**src/rtl/booth_arb_pkg.sv**
```systemverilog
// Shared types and sizing helpers for the Booth multiplier arbiter.
package booth_arb_pkg;

    typedef enum logic [1:0] {
        IDLE  = 2'b00,
        ISSUE = 2'b01,
        WAIT  = 2'b11,
        RESP  = 2'b10
    } arb_state_t;

    localparam int unsigned DEF_DATAWIDTH = 32;
    localparam int unsigned DEF_NREQ      = 4;
    localparam int unsigned DEF_PTR_W     = $clog2(DEF_NREQ);

    // Pointer width for a given requester count, never below one bit.
    function automatic int unsigned ptr_width(input int unsigned nreq);
        return (nreq > 1) ? $clog2(nreq) : 1;
    endfunction

    // Default watchdog limit: nominal Booth latency plus a small margin.
    function automatic int unsigned default_timeout(input int unsigned dw);
        return 2 * dw + 8;
    endfunction

endpackage

```
**src/rtl/booth_rr_picker.sv**
```systemverilog
// Combinational round-robin picker: first set request at or after rr_ptr, with wrap.
module booth_rr_picker
    import booth_arb_pkg::*;
#(
    parameter int unsigned NREQ  = DEF_NREQ,
    parameter int unsigned PTR_W = DEF_PTR_W
) (
    input  logic [NREQ-1:0]  req,
    input  logic [PTR_W-1:0] rr_ptr,
    output logic [NREQ-1:0]  grant,
    output logic             found
);

    logic [PTR_W-1:0] idx;

    // Scan requesters starting at rr_ptr; the first hit wins.
    always_comb begin
        grant = '0;
        found = 1'b0;
        idx   = '0;
        for (int unsigned k = 0; k < NREQ; k++) begin
            idx = PTR_W'((32'(rr_ptr) + k) % NREQ);
            if (!found && req[idx]) begin
                grant[idx] = 1'b1;
                found      = 1'b1;
            end
        end
    end

endmodule

```
**src/rtl/booth_mul_arbiter.sv**
```systemverilog
// Round-robin arbiter/sequencer sharing one multi-cycle Booth multiplier.
// Optional watchdog: define BOOTH_ARB_WATCHDOG_EN to abort a stuck multiply.
module booth_mul_arbiter
    import booth_arb_pkg::*;
#(
    parameter int unsigned DATAWIDTH = DEF_DATAWIDTH,
    parameter int unsigned NREQ      = DEF_NREQ,
    parameter int unsigned TIMEOUT   = default_timeout(DATAWIDTH)
) (
    input  logic                      clk,
    input  logic                      rstn,
    input  logic [NREQ-1:0]           req_valid,
    output logic [NREQ-1:0]           req_ready,
    input  logic [NREQ*DATAWIDTH-1:0] req_multiplier,
    input  logic [NREQ*DATAWIDTH-1:0] req_multiplicand,
    output logic [NREQ-1:0]           resp_valid,
    input  logic [NREQ-1:0]           resp_ready,
    output logic [2*DATAWIDTH-1:0]    resp_product,
    output logic                      resp_err,
    output logic                      busy,
    output logic                      mul_en,
    output logic [DATAWIDTH-1:0]      mul_multiplier,
    output logic [DATAWIDTH-1:0]      mul_multiplicand,
    input  logic                      mul_done,
    input  logic [2*DATAWIDTH-1:0]    mul_product
);

    localparam int unsigned PTR_W = ptr_width(NREQ);

    arb_state_t       state;
    arb_state_t       state_nx;
    logic [PTR_W-1:0] rr_ptr;
    logic [PTR_W-1:0] grant_r;
    logic [PTR_W-1:0] grant_idx;
    logic [NREQ-1:0]  pick_onehot;
    logic             pick_found;
    logic             grant_c;
    logic             done_c;
    logic             timeout_c;

    logic [DATAWIDTH-1:0] mplr_arr [NREQ];
    logic [DATAWIDTH-1:0] mcnd_arr [NREQ];

    // Split the flat operand buses into per-requester slices.
    for (genvar g = 0; g < NREQ; g++) begin : g_slice
        assign mplr_arr[g] = req_multiplier[g*DATAWIDTH +: DATAWIDTH];
        assign mcnd_arr[g] = req_multiplicand[g*DATAWIDTH +: DATAWIDTH];
    end

    booth_rr_picker #(
        .NREQ  (NREQ),
        .PTR_W (PTR_W)
    ) u_picker (
        .req    (req_valid),
        .rr_ptr (rr_ptr),
        .grant  (pick_onehot),
        .found  (pick_found)
    );

    // One-hot grant to index for the operand mux and grant register.
    always_comb begin
        grant_idx = '0;
        for (int unsigned i = 0; i < NREQ; i++) begin
            if (pick_onehot[i]) begin
                grant_idx = PTR_W'(i);
            end
        end
    end

`ifdef BOOTH_ARB_WATCHDOG_EN
    localparam int unsigned WD_W = $clog2(TIMEOUT + 1);

    logic [WD_W-1:0] wd_cnt;

    // Last WAIT cycle allowed before the multiply is abandoned.
    assign timeout_c = (state == WAIT) && !mul_done && (wd_cnt == WD_W'(TIMEOUT - 1));

    // Watchdog counter and abort flag.
    always_ff @(posedge clk or negedge rstn) begin
        if (!rstn) begin
            wd_cnt   <= '0;
            resp_err <= 1'b0;
        end else begin
            if (state == ISSUE) begin
                wd_cnt <= '0;
            end else if (state == WAIT) begin
                wd_cnt <= wd_cnt + WD_W'(1);
            end
            if (done_c) begin
                resp_err <= 1'b0;
            end else if (timeout_c) begin
                resp_err <= 1'b1;
            end
        end
    end
`else
    assign timeout_c = 1'b0;
    assign resp_err  = 1'b0;
`endif

    // State register.
    always_ff @(posedge clk or negedge rstn) begin
        if (!rstn) begin
            state <= IDLE;
        end else begin
            state <= state_nx;
        end
    end

    // Next-state logic and per-cycle event strobes.
    always_comb begin
        state_nx = state;
        grant_c  = 1'b0;
        done_c   = 1'b0;
        case (state)
            IDLE: begin
                if (pick_found) begin
                    grant_c  = 1'b1;
                    state_nx = ISSUE;
                end
            end
            ISSUE: begin
                state_nx = WAIT;
            end
            WAIT: begin
                if (mul_done) begin
                    done_c   = 1'b1;
                    state_nx = RESP;
                end else if (timeout_c) begin
                    state_nx = RESP;
                end
            end
            RESP: begin
                if (resp_ready[grant_r]) begin
                    state_nx = IDLE;
                end
            end
            default: begin
                state_nx = IDLE;
            end
        endcase
    end

    // Grant bookkeeping, operand capture and result capture.
    always_ff @(posedge clk or negedge rstn) begin
        if (!rstn) begin
            rr_ptr           <= '0;
            grant_r          <= '0;
            mul_multiplier   <= '0;
            mul_multiplicand <= '0;
            resp_product     <= '0;
        end else begin
            if (grant_c) begin
                rr_ptr           <= (grant_idx == PTR_W'(NREQ - 1)) ? '0 : grant_idx + PTR_W'(1);
                grant_r          <= grant_idx;
                mul_multiplier   <= mplr_arr[grant_idx];
                mul_multiplicand <= mcnd_arr[grant_idx];
            end
            if (done_c) begin
                resp_product <= mul_product;
            end else if (timeout_c) begin
                resp_product <= '0;
            end
        end
    end

    // Handshake outputs decoded from the registered state.
    assign req_ready  = (state == IDLE) ? pick_onehot : '0;
    assign resp_valid = (state == RESP) ? (NREQ'(1) << grant_r) : '0;
    assign busy       = (state != IDLE);
    assign mul_en     = (state == ISSUE);

endmodule
```
**config.mk**
```make
export PLATFORM = sky130hd
export DESIGN_NAME = booth_mul_arbiter
export DESIGN_NICKNAME = d
export VERILOG_FILES = /design/src/rtl/booth_arb_pkg.sv /design/src/rtl/booth_rr_picker.sv /design/src/rtl/booth_mul_arbiter.sv
export SDC_FILE = /design/constraint.sdc
export NUM_CORES = 1
export LEC_CHECK = 0
export ABC_AREA = 0
export CORE_AREA = 2 2 183 185
export DETAILED_ROUTE_END_ITERATION = 10
export DIE_AREA = 0 0 185 187
export PLACE_DENSITY_LB_ADDON = 0.3
export SLEW_MARGIN = 10
export SYNTH_ARGS = -nofsm -noshare
export SYNTH_HDL_FRONTEND = slang
export SYNTH_SLANG_ARGS = --single-unit
```
**constraint.sdc**
```tcl
create_clock -name clk -period 3.5 [get_ports clk]
set_clock_uncertainty 0.15 [all_clocks]
set_input_delay 0.525 -clock clk [delete_from_list [all_inputs] [get_ports clk]]
set_output_delay 0.525 -clock clk [all_outputs]
set_load 0.05 [all_outputs]
```
==> summary.md <==
| Metric | Value |
|---|---|
| Result of the run | complete, no violations |
| Worst flop-to-flop path startpoint | rr_ptr[0] |
| Seq/Total Area, Yosys | 45.2% |
| H-tree lvl count | 4 |
| Family with the most delay on the worst path | multiplexers |
| Global-route wire length before repair | 45600 um |
| Synth Area in XOR/XNOR | 0% |
| Maximum buffer depth of the clock tree | 2 |
| Clock transition time at the flip-flop clock pins of the worst setup and hold paths | 0.06 ns |
| Final WS setup | 0.0699 ns |
| Syn_nets | 1021 |
| Cell occurring most often along the worst timing path | sky130_fd_sc_hd__buf_4 |
| Max-slew violation count | 0 |
| Critical path buffers and inverters | 3 |
| Total of fill cells in the finished design | 3232 |
| Synthesized area per cell | 10.9 sq um |
| Antenna cell count | 0 |
| Final Hold Slack | 0.351 ns |
| Max-capacitance violation count | 0 |
| Number of hold-slack violations in the final timing report | 0 |
| Adder-Cell Fraction of Synth Area | 1.01% |
| Remaining number of nets flagged by the antenna check after routing | 0 |
| Sequential cell area | 0.00335 sq mm |
| DP Worst Slack | 0.00490 ns |
| # DRC | 0 |
| Routed wire length | 30900 um |
| Highest clock frequency the design can meet | 0.292 GHz |
| Number of detailed-routing iterations run before antenna repair | 4 |
| Unrepaired setup endpoints after global routing | yes |
| Cell Rows | 67 |
| Number of flops mapped to enable cells by yosys | 0 |
| TritonCTS Sinks | 134 |
| Min Tclk post-route | 3.43 ns |
| GRT Total Usage | 17.2% |
| Endpoint kind of the worst setup timing path | primary output |
| Portion of netlist area occupied by mux cells | 17.7% |
| Floorplan die height | 187 um |
| Post-synthesis async set-or-reset flop share | 100% |
| Clock tree from TritonCTS | built |
| Dpl cells | 1571 |
| Count of non-filler cells in the finished layout | 1605 |
| Sum of overflow across all layers after global routing | 0 |
| Complex-gate fraction of the synthesized area | 20.4% |
| Crit path launch type | flip-flop |
| Post-Syn Area | 0.00742 sq mm |
| Chip Width | 185 um |
| Synth warn | 0 |
| Top library cells by usage in the layout, fill and taps aside | 463 x sky130_fd_sc_hd__clkdlybuf4s50_1, 134 x sky130_fd_sc_hd__dfrtp_1, 68 x sky130_fd_sc_hd__mux2_2 |
| Fraction of the cycle the final worst path needs | 98.0% |
| Global placer's final weighted congestion | 0.839 |
| Main combinational cell family by area after synthesis | compound AO/OA/AOI/OAI gates |
| Initial core utilization | 22.6% |
| Power per Cell Area | 1050 mW/mm^2 |
| Hpwl dp | 23100 um |
| Multi-input logic area | 0.00384 sq mm |
| Floorplan Core Area | 0.0329 sq mm |
| Clock buffer count from CTS | 17 |
| Slowest-stage cell, CP | sky130_fd_sc_hd__mux4_2 |
| Flop-to-flop setup slack | 0.29 ns |
| Number of buffer cells added on primary ports | 468 |
| Number of unique standard cell types used by synthesis | 47 |
| Actual slew at the worst max-slew pin | 0.957 ns |
| Endpoint required time on the critical path | 2.82 ns |
| Final net count | 1482 |
| Number of storage elements in the synthesis netlist | 134 |
| Worst Setup SP | rr_ptr[0] |
| Mean routed wirelength per cell | 19.3 um |
| Number of global-route vias before repair | 7871 |
| Largest stage delay on the critical path | 0.60 ns |
| Most frequent standard cell in the layout excluding fill and tap cells | sky130_fd_sc_hd__clkdlybuf4s50_1 |
| P_leak | 5.32 nW |
| Type of the worst setup path | reg2out |
| Die area | 0.0346 sq mm |
| Count of pins on the block boundary | 470 |
| Final count of negative-setup-slack endpoints | 0 |
| Gate count after technology mapping | 684 |
| Crit path DAT | 2.76 ns |
| Max FO, Critical Path | 5 |
| Number of antenna violations at the first check in global routing | 2 |
| Worst voltage drop across the vdd grid | 0.000417 V |
| Pin count of the biggest net entering global routing | 65 |
| DRC marker count from the first detailed-route iteration | 255 |
| Type of the most critical hold path | reg2reg |
| Vias per Instance | 4.72 |
| Layout Area Growth over Synthesis | 80.9% |
| Critical Path, Cell by Cell | inv_2 > ha_4 > mux4_2 > a221oi_4 > buf_4 > a2bb2oi_2 > nor2_2 > buf_4 |
| Source-to-sink clock delay at the later pin of the worst-skew pair | 0.42 ns |
| Layout cells sized above 1 | 15.5% |
| Primary flip-flop cell chosen by synthesis mapping | sky130_fd_sc_hd__dfrtp_1 |
| Worst min-delay path startpoint | resp_product[29] |
| CTS Root Cell | sky130_fd_sc_hd__clkbuf_16 |
| Via Count | 7579 |
| Simple-Gate Fraction of Synth Area | 10.7% |
| Worst slew slack as a fraction of its limit | 36.1% |
[state kept, by name (all words and copies together), names as in the netlist]
name / cells
mul_multiplicand: 32
state: 2
grant_r: 2
mul_multiplier: 32
rr_ptr: 2
resp_product: 64
[where the power goes]
part / leakage [nW] / total (W) / internal (W) / switching, W
sequential: 1.59 / 0.00277 / 0.00234 / 0.000431
combinational: 3.44 / 0.00949 / 0.00368 / 0.00581
clock: 0.282 / 0.00187 / 0.00114 / 0.000733
[cell type report]
| type | count | share of cell area, % |
|---|---|---|
| Clock buffer | 19 | 3.30 |
| Inverter | 5 | 0.140 |
| Sequential cell | 134 | 25.0 |
| Multi-Input combinational cell | 485 | 28.6 |
| Clock inverter | 12 | 1.14 |
| Timing Repair Buffer | 502 | 37.7 |
| Tap cell | 448 | 4.17 |
[routing by layer]
metal  up-vias  GRT usage, %  share of wire (%)
met5         -             0              0.087
met4         4          5.62                2.3
met3        45          4.85                8.0
met2       356          30.0                 50
met1      3689          20.3                 40
li1       3485             -                  -
[synthesized netlist by cell type, drive strengths merged, types with 23 or more instances]
cell | n | area share (%)
mux2 | 68 | 10
dfrtp | 134 | 45
a21oi | 26 | 1.9
nand3 | 46 | 3.1
clkbuf | 30 | 1.5
nor2 | 34 | 1.7
buf | 30 | 3.2
o21ai | 28 | 1.9
a221oi | 23 | 2.8
o211ai | 44 | 5.5
nand2 | 51 | 2.6
mux2i | 44 | 6.1
a2bb2oi | 45 | 5.5
[stage by stage]
stage                     utilization, %  cell area, sq um  total power [W]  TNS (ns)
after CTS                           40.8             13400           0.0143         0
after detailed placement            38.8             12800           0.0123         0
after floorplan                        -              7430          0.00892   -0.0500
final                               40.9             13400           0.0141         0
after global routing                40.9             13400           0.0149   -0.0849
after global placement              38.8             12800           0.0122         0
[cells by family after synthesis]
family          after synthesis
compound gates              197
buf+inv                      65
other cells                   1
flops                       134
mux                         116
simple gates                165
fa+ha+maj                     6
[what timing repair did]
item                       in CTS  in global routing
pin swaps                       2                  1
buffers inserted                1                  1
hold buffers                    1                  0
hold endpoints to repair       36                  0
setup endpoints to repair       4                  4
resized for setup               5                  4
[path summary, 6_finish.rpt]
| kind | endpoint | cells past startpoint |
|---|---|---|
| min reg2reg | resp_product[29] | 1 |
| max | req_ready[2] | 8 |
| max reg2reg | mul_multiplier[22] | 11 |
| min | resp_product[29] | 1 |
| min in group asynchronous | resp_product[17] | 2 |
| max in group asynchronous | resp_product[46] | 3 |
Note: power is estimated with default switching activity, not from simulation.
